[src/rtl/pipe_ctrl.sv]
// rtl/pipe_ctrl.sv - pipeline stall/bubble merge, flush sequencing, valid tracking, stall watchdog
// Optional perf counters built when PIPE_PERF_CNT_EN is defined.
module pipe_ctrl #(
  parameter int STAGES    = 5,
  parameter int ADDR_W    = 32,
  parameter int MAX_STALL = 256,
  parameter int CNT_W     = 32
) (
  input  logic              clk,
  input  logic              rst,
  input  logic [STAGES-1:0] stallreq_i,
  input  logic              flush_req_i,
  input  logic [ADDR_W-1:0] flush_pc_i,
  output logic [STAGES-1:0] stall_o,
  output logic [STAGES-1:0] bubble_o,
  output logic              flush_o,
  output logic [ADDR_W-1:0] new_pc_o,
  output logic [STAGES-1:0] valid_o,
  output logic              refilling_o,
  output logic              stall_timeout_o,
  input  logic              perf_clr_i,
  output logic [CNT_W-1:0]  stall_cnt_o,
  output logic [CNT_W-1:0]  flush_cnt_o
);

  typedef enum logic [1:0] {RUN, FLUSH, REFILL} state_t;

  state_t            state, state_next;
  logic [STAGES-1:0] stall_raw;
  logic [STAGES-1:0] valid_d;
  logic              stall_acc;
  logic              flush_take;

  // A stall in stage k freezes every stage upstream of it.
  always_comb begin
    stall_acc = 1'b0;
    stall_raw = '0;
    for (int k = STAGES - 1; k >= 0; k--) begin
      stall_acc    = stall_acc | stallreq_i[k];
      stall_raw[k] = stall_acc;
    end
  end

  assign stall_o    = (rst && state != FLUSH) ? stall_raw : '0;
  assign bubble_o   = stall_o & ~{1'b1, stall_o[STAGES-1:1]};
  assign flush_take = flush_req_i && (state != FLUSH);

  always_comb begin
    valid_d = valid_o;
    if (flush_take) begin
      valid_d = '0;
    end else begin
      if (!stall_o[0]) valid_d[0] = 1'b1;
      for (int k = 1; k < STAGES; k++) begin
        if (!stall_o[k]) valid_d[k] = bubble_o[k-1] ? 1'b0 : valid_o[k-1];
      end
    end
  end

  always_comb begin
    state_next = state;
    case (state)
      RUN:     if (flush_take) state_next = FLUSH;
      FLUSH:   state_next = REFILL;
      REFILL: begin
        if (flush_take)                state_next = FLUSH;
        else if (valid_d[STAGES-1])    state_next = RUN;
      end
      default: state_next = RUN;
    endcase
  end

  always_ff @(posedge clk or negedge rst) begin
    if (!rst) begin
      state    <= RUN;
      valid_o  <= '0;
      new_pc_o <= '0;
    end else begin
      state   <= state_next;
      valid_o <= valid_d;
      if (flush_take) new_pc_o <= flush_pc_i;
    end
  end

  assign flush_o     = (state == FLUSH);
  assign refilling_o = (state == REFILL);

  generate
    if (MAX_STALL > 0) begin : g_wd
      localparam int RW = $clog2(MAX_STALL + 1);
      logic [RW-1:0] run_cnt;

      always_ff @(posedge clk or negedge rst) begin
        if (!rst) begin
          run_cnt         <= '0;
          stall_timeout_o <= 1'b0;
        end else if (!stall_o[0]) begin
          run_cnt <= '0;
        end else if (run_cnt != RW'(MAX_STALL)) begin
          run_cnt <= run_cnt + 1'b1;
          if (run_cnt == RW'(MAX_STALL - 1)) stall_timeout_o <= 1'b1;
        end
      end
    end else begin : g_no_wd
      assign stall_timeout_o = 1'b0;
    end
  endgenerate

`ifdef PIPE_PERF_CNT_EN
  always_ff @(posedge clk or negedge rst) begin
    if (!rst) begin
      stall_cnt_o <= '0;
      flush_cnt_o <= '0;
    end else if (perf_clr_i) begin
      stall_cnt_o <= '0;
      flush_cnt_o <= '0;
    end else begin
      if (stall_o[0] && !(&stall_cnt_o)) stall_cnt_o <= stall_cnt_o + 1'b1;
      if (flush_take && !(&flush_cnt_o)) flush_cnt_o <= flush_cnt_o + 1'b1;
    end
  end
`else
  logic unused_perf_clr;
  assign unused_perf_clr = perf_clr_i;
  assign stall_cnt_o     = '0;
  assign flush_cnt_o     = '0;
`endif

endmodule
[config.mk]
export PLATFORM = sky130hd
export DESIGN_NAME = pipe_ctrl
export DESIGN_NICKNAME = d
export VERILOG_FILES = /design/src/rtl/pipe_ctrl.sv
export SDC_FILE = /design/constraint.sdc
export NUM_CORES = 1
export LEC_CHECK = 0
export ABC_AREA = 1
export CORE_UTILIZATION = 35
export CTS_CLUSTER_SIZE = 24
export DETAILED_ROUTE_END_ITERATION = 16
export PLACE_DENSITY = 0.78
export RECOVER_POWER = 100
export SKIP_CTS_REPAIR_TIMING = 1
export SLEW_MARGIN = 20
export SYNTH_ARGS = -nofsm -noshare
export SYNTH_HDL_FRONTEND = slang
export SYNTH_SLANG_ARGS = --single-unit
[constraint.sdc]
create_clock -name clk -period 1.3 [get_ports clk]
set_input_delay 0.325 -clock clk [delete_from_list [all_inputs] [get_ports clk]]
set_output_delay 0.325 -clock clk [all_outputs]
set_load 0.01 [all_outputs]
# == After elaboration in Yosys (flattened, before gate mapping) ==
# Cells that the tools add are included.
# Widths: inputs -> output; s select.
# word_totals
output_inout_bits,114
elab_cells,50
in_bits,41
reg_bits,49
# op_classes
n_eq_ne,12
addsub,1
n_bitwise,6
reduce_logical,5
muxes,17
# op_table
operator,n
$mux 9,2
$ne 2x1->1 const B,6
$mux 5,2
$add 9x1->9 const B,1
$eq 9x8->1 const B,1
$mux 1,9
$ne 9x9->1 const B,1
$mux 2,3
$pmux 2 s3,1
$and 5x5->5,1
$not 5->5,1
$or 1x1->1,4
$ne 3x1->1 const B,1
$reduce_and 3->1,1
$eq 2x1->1 const B,1
$eq 2x2->1 const B,1
$logic_and 1x1->1,2
$logic_not 2->1,1
$ne 2x2->1 const B,1
$reduce_and 2->1,1

# == Logic depth before layout (Yosys ltp) ==
# Gate-level depths: netlist of run 1.
# logic_depth
word_depth,13
mapped_depth,8
ltp_nobuf,8

# == Worst setup path before layout of run 1 ==
# Ideal clock, no wire load.
# synth_path
path_kind,reg2out
from,register state[0]
to,output bubble_o[1]
stages_incl_launch_ff,6
required_ns,0.975
arrival_time_ns,1.060
n_path_buf,0
slack_ns,-0.085
path_cell_list,dfrtp_1 > a21oi_4 > nand2_1 > inv_1 > nand2_1 > inv_1
# synth_between
word_cells_on_any_way,5
classes_between,eq/ne (1); mux (1); bitwise (2); reduce/logical (1)
# synth_lines
element,line_no,text
start: declaration,28,"state_t state, state_next;"
start signal: assignment,79,state <= state_next;
$ne 2x1->1,44,assign stall_o = (rst && state != FLUSH) ? stall_raw : '0;
$logic_and 1x1->1,44,
$mux 5,44,
net stall_o[1],14,"output logic [STAGES-1:0] stall_o,"
$and 5x5->5,45,"assign bubble_o = stall_o & ~{1'b1, stall_o[STAGES-1:1]};"
end: declaration,15,"output logic [STAGES-1:0] bubble_o,"
# The timed path passes the listed nets, and every way through them passes these cells.

# == Worst setup path in the final report of run 1 ==
# layout_path
from,register state[1]
to,output bubble_o[1]
# layout_between
elab_chain_len,5
# layout_rtl
element,line_no
$ne 2x1->1 (*),44
$logic_and 1x1->1 (*),44
$mux 5 (*),44
$not 5->5,45
$and 5x5->5 (*),45
# Mark *: on every way between the ends. The rest lies on a longest branch, timed or not.

==> results of run 1 <==
==> where the power goes <==
| part | switching (uW) | internal, uW |
|---|---|---|
| Sequential | 127 | 1710 |
| Combinational | 656 | 673 |
| Clock | 526 | 576 |
==> how the worst min path moves through the flow <==
stage | from | end | slack [ns] | depth (start not counted)
after detailed placement | rst | g_wd.run_cnt[3] | 0.43 | 3
after global placement | rst | g_wd.run_cnt[2] | 0.42 | 3
after CTS | rst | g_wd.run_cnt[2] | 0.09 | 3
after floorplan | rst | g_wd.run_cnt[0] | 0.03 | 0
final | rst | g_wd.run_cnt[2] | 0.41 | 3
after global routing | rst | state[1] | 0.50 | 3
==> worst register-to-register path, cell delays in order, from the launching register on <==
cell,delay [ns]
dfrtp_1,0.36
inv_2,0.06
buf_6,0.12
a21oi_4,0.18
buf_6,0.15
buf_6,0.11
nand2_8,0.08
o21ai_2,0.14
inv_1,0.04
==> final cells by class <==
class	count	share of cell area [%]
clock buffer	5	1.71
clock inverter	3	1.15
tap	99	3.07
sequential	49	30.4
timing repair buffer	117	31.4
multi-input combinational	245	29.3
inverter	29	2.95
==> kinds of logic (layout without fill, tap and decap cells) <==
family	count (synthesis)	count (layout)	synth area share, %
buffers and inverters	101	154	24.1
AND/OR/NAND/NOR	168	168	26.0
adder cells (fa/ha/maj)	3	3	1.41
flip-flops	49	49	45.9
AO/OA/AOI/OAI	8	8	2.02
other	1	65	0.141
XOR/XNOR	1	1	0.328
==> synth_stat cells, drive strengths merged <==
cell type / number
inv: 29
nand4: 7
ha: 3
dfrtp: 49
o21ai: 3
nor3: 1
o21bai: 1
buf: 72
or2: 1
a21oi: 4
nand3: 12
nor2: 18
nand2: 127
nor3b: 2
conb: 1
xnor2: 1
==> routing by layer <==
layer  wire [um]  GRT usage [%]
met1        2540           17.4
met2        3150           24.4
met3         392           4.34
met4          36           4.04
met5           0              0
==> registers in the layout (all words and copies together), names as in the netlist <==
register and cells:
g_wd.run_cnt 9, new_pc_o 32, stall_timeout_o 1, state 2
valid_o 5
==> stage by stage <==
step / hold WS [ns] / instance area, sq um
2_1_floorplan: 0.0294 / 2910
3_3_place_gp: 0.417 / 3540
3_5_place_dp: 0.425 / 3540
4_1_cts: 0.0885 / 3650
5_1_grt: 0.500 / 4030
6_report: 0.412 / 4030
==> impl_metrics.json, run 1 <==
{
  "worstMarginPinSlew_ns": 0.978,
  "cts.sinks": 49,
  "antenna_found_initial": 0,
  "drc": 0,
  "synth_area_leaders": "dfrtp_1 (46%), buf_4 (18%), nand2_1 (17%), inv_1 (3.8%), nor2_1 (2.5%)",
  "clockBufferDepth": 2,
  "rsz0062_at_grt": "true",
  "syn_area_sq_um": 2670,
  "vias": 2270,
  "seqCellArea_sq_um": 1230,
  "grt_pass1_wl_um": 8830,
  "hp-class": "in2async",
  "vias_per_cell": 4.15,
  "wl_per_cell_um": 11.2,
  "fin_util_pct": 55.0,
  "n_antenna_cell": 0,
  "cts_tree": "done",
  "fillCellCount": 654,
  "cpPeakStageDelay_ns": 0.36,
  "synth_cell_type_count": 22,
  "worstPathRequired_ns": 0.98,
  "clock.fmax_mhz": 575,
  "ff2ff_path_depth": 8,
  "io_buffers": 88,
  "grt_pass1_vias": 1980,
  "startpoint_type": "flip-flop",
  "total_leakage_power_uw": 0.00250,
  "arrival_ns": 1.41,
  "fin_crit_ns": 1.74,
  "peakVddDrop_uv": 559,
  "r2r-end": "valid_o[0]",
  "cts-root-buf": "clkbuf_8",
  "ys_seq_area_share_pct": 45.9,
  "cpMaxStageDelayCell": "dfrtp_1",
  "synthToLayoutAreaGrowth_pct": 51.1,
  "post-dp-hpwl_um": 4160,
  "gp_congestion": 0.822,
  "status": "finished with violations",
  "violations": "setup timing",
  "pin_count": 155,
  "final_common_cell": "nand2_1",
  "fin_worst_skew_ns": 0.00926,
  "final_hold_viol_count": 0,
  "cap_viol_max_count": 0,
  "clock_latency_ns": 0.30,
  "ys_warn_count": 0,
  "routed_wl_um": 6120,
  "drt_iter0_drc": 48,
  "slew_headroom_pct": 34.8,
  "crit_start": "state[1]",
  "die_y_um": 89.3,
  "cp_top_family": "buffers and inverters",
  "grt_use_total_pct": 14.3,
  "worst_slack_ns": -0.440,
  "antenna_left": 0,
  "critical_path_class": "reg2out",
  "place_ws_ns": -0.881,
  "synthCells": 331,
  "placementRows": 31,
  "layout_common_cells": "nand2_1 (113), conb_1 (65), dfrtp_1 (48), dlymetal6s2s_1 (40), clkdlybuf4s50_1 (35)",
  "h-tree-depth": 2,
  "path_buf_inv": 5,
  "setup_viol": 30,
  "gr-total-overflow": 0,
  "drv_slew": 0,
  "crit_top_cell": "inv_2",
  "start_util_pct": 36.4,
  "yosys_register_bits": 49,
  "synth_top_area_share_pct": 45.9,
  "drive_above_1_share_pct": 19.9,
  "crit_end": "bubble_o[1]",
  "cp-end-kind": "output pin",
  "crit_fanout": 4,
  "yosysTopAreaCell": "dfrtp_1",
  "finalPower_uw": 4270,
  "path_cells": "inv_2, buf_6, a21oi_4, nand2_2, inv_2, nand2_1, inv_1, buf_2",
  "dieArea_sq_um": 7980,
  "cp.depth": 8,
  "avgSynthCellArea_sq_um": 8.06,
  "final_nets": 491,
  "cts-buffers-inserted": 5,
  "clk_pin_slew_ns": 0.10,
  "setup_tns_ns": -4.19,
  "r2r_slack_ns": -0.04,
  "crit-reg2reg-launch": "state[1]",
  "firstDrtPassIters": 4,
  "finalCritPeriodShare_pct": 134,
  "power_density_nw_per_um2": 1060,
  "fin_cells": 547,
  "coreArea_sq_um": 7330,
  "die_width_um": 89.3,
  "place_inst": 528,
  "grt_start_max_net_pins": 41,
  "multi_input_area_sq_um": 1180
}
Power figures use the tool's default switching activity.
==> run 2: changes to the inputs <==
--- a/config.mk
+++ b/config.mk
@@ -11,6 +11,7 @@
 export DETAILED_ROUTE_END_ITERATION = 16
 export PLACE_DENSITY = 0.78
 export RECOVER_POWER = 100
+export SETUP_SLACK_MARGIN = 0.02
 export SKIP_CTS_REPAIR_TIMING = 1
 export SLEW_MARGIN = 20
 export SYNTH_ARGS = -nofsm -noshare
==> impl_metrics.json, run 2 (synthesis gave the netlist of run 1 again) <==
{
  "cts-root-buf": "clkbuf_8",
  "r2r_slack_ns": -0.07,
  "gp_congestion": 0.822,
  "drv_slew": 0,
  "layout_common_cells": "nand2_1 (111), conb_1 (65), dfrtp_1 (48), dlymetal6s2s_1 (40), clkdlybuf4s50_1 (35)",
  "total_leakage_power_uw": 0.00250,
  "fin_cells": 547,
  "gr-total-overflow": 0,
  "final_hold_viol_count": 0,
  "post-dp-hpwl_um": 4160,
  "reg.largest.list": "new_pc_o: 32 flops, g_wd.run_cnt: 9 flops, valid_o: 5 flops",
  "die_y_um": 89.3,
  "drc": 0,
  "rsz0062_at_grt": "true",
  "worstPathRequired_ns": 0.98,
  "worst_slack_ns": -0.436,
  "antenna_found_initial": 0,
  "die_width_um": 89.3,
  "peakVddDrop_uv": 559,
  "h-tree-depth": 2,
  "fillCellCount": 651,
  "final_nets": 491,
  "cpMaxStageDelayCell": "dfrtp_1",
  "largest-register": "new_pc_o",
  "grt_use_total_pct": 14.3,
  "r2r-end": "valid_o[0]",
  "startpoint_type": "flip-flop",
  "vias_per_cell": 4.16,
  "slew_headroom_pct": 34.8,
  "routed_wl_um": 6200,
  "grt_start_max_net_pins": 41,
  "cp-end-kind": "output pin",
  "power_density_nw_per_um2": 1050,
  "vias": 2276,
  "hp-class": "in2async",
  "cts_tree": "done",
  "clockBufferDepth": 2,
  "finalPower_uw": 4280,
  "crit_top_cell": "inv_2",
  "io_buffers": 88,
  "cts.sinks": 49,
  "cap_viol_max_count": 0,
  "antenna_left": 0,
  "arrival_ns": 1.41,
  "violations": "setup timing",
  "path_buf_inv": 5,
  "final_common_cell": "nand2_1",
  "path_cells": "inv_2, buf_6, a21oi_4, nand2_2, inv_2, nand2_1, inv_1, buf_2",
  "wl_per_cell_um": 11.3,
  "status": "finished with violations",
  "crit-reg2reg-launch": "state[1]",
  "coreArea_sq_um": 7330,
  "worstMarginPinSlew_ns": 0.978,
  "pin_count": 155,
  "cp_top_family": "buffers and inverters",
  "drive_above_1_share_pct": 21.2,
  "cpPeakStageDelay_ns": 0.35,
  "largest_register_ffs": 32,
  "setup_viol": 32,
  "fin_crit_ns": 1.74,
  "grt_pass1_wl_um": 8830,
  "critical_path_class": "reg2out",
  "grt_pass1_vias": 1980,
  "start_util_pct": 36.4,
  "ff2ff_path_depth": 8,
  "firstDrtPassIters": 4,
  "clock.fmax_mhz": 576,
  "synthToLayoutAreaGrowth_pct": 52.6,
  "drt_iter0_drc": 64,
  "clock_latency_ns": 0.30,
  "whs_ns": 0.417,
  "fin_worst_skew_ns": 0.00842,
  "crit_fanout": 4,
  "placementRows": 31,
  "finalCritPeriodShare_pct": 134,
  "setup_tns_ns": -4.24,
  "n_antenna_cell": 0,
  "place_inst": 528,
  "clk_pin_slew_ns": 0.09,
  "cts-buffers-inserted": 5,
  "dieArea_sq_um": 7980
}
-- run 2: changes by cell type in the layout (fill, tap and decap cells not counted), moves of 2 or more --
| cell | change |
|---|---|
| nor2_4 | +3 |
| nand2_1 | -2 |
| nand2_2 | +2 |
| nor2_1 | -2 |
-- run 2: metrics by stage --
stage	utilization, %	cell area, sq um	setup slack, ns
floorplan	-	2910	0.00337
global placement	48.3	3540	-0.863
detailed placement	48.3	3540	-0.881
CTS	49.8	3650	-0.884
global route	55.6	4070	-0.522
finish	55.6	4070	-0.436
-- run 2: worst reg2reg max path, cell delays in order (launching register included) --
cell	delay, ns
dfrtp_1	0.35
inv_2	0.07
buf_6	0.12
a21oi_4	0.18
buf_6	0.15
buf_6	0.11
nand2_8	0.10
o21ai_2	0.15
inv_1	0.05
-- run 2: final cells by class --
type	instances	area [sq um]	share of cell area, %
clock buffers	5	68.8	1.69
inverters	29	119	2.92
repair buffers	117	1270	31.1
clock inverters	3	46.3	1.14
well taps	99	124	3.04
flip-flops and latches	49	1230	30.1
multi-input cells	245	1220	30.0
-- run 2: metal layers --
| metal | vias to the layer above | track usage, % | routed length (um) |
|---|---|---|---|
| met4 | 0 | 4.04 | 82 |
| met1 | 1054 | 17.4 | 2480 |
| met2 | 107 | 24.4 | 3210 |
| met5 | - | 0 | 0 |
| li1 | 1107 | - | - |
| met3 | 8 | 4.34 | 420 |
-- run 2: power by group --
group          switching (uW)  internal, uW
sequential                127          1710
combinational             665           676
clock                     526           576
total                    1320          2960
-- run 2: how the worst max path moves through the flow --
| stage | startpoint | endpoint | slack [ns] | cells after the start |
|---|---|---|---|---|
| floorplan | state[0] | bubble_o[1] | 0.003 | 5 |
| global placement | stallreq_i[4] | bubble_o[0] | -0.86 | 7 |
| detailed placement | stallreq_i[4] | bubble_o[0] | -0.88 | 7 |
| CTS | stallreq_i[4] | bubble_o[0] | -0.88 | 7 |
| global route | state[1] | bubble_o[1] | -0.52 | 8 |
| finish | state[1] | bubble_o[1] | -0.44 | 8 |
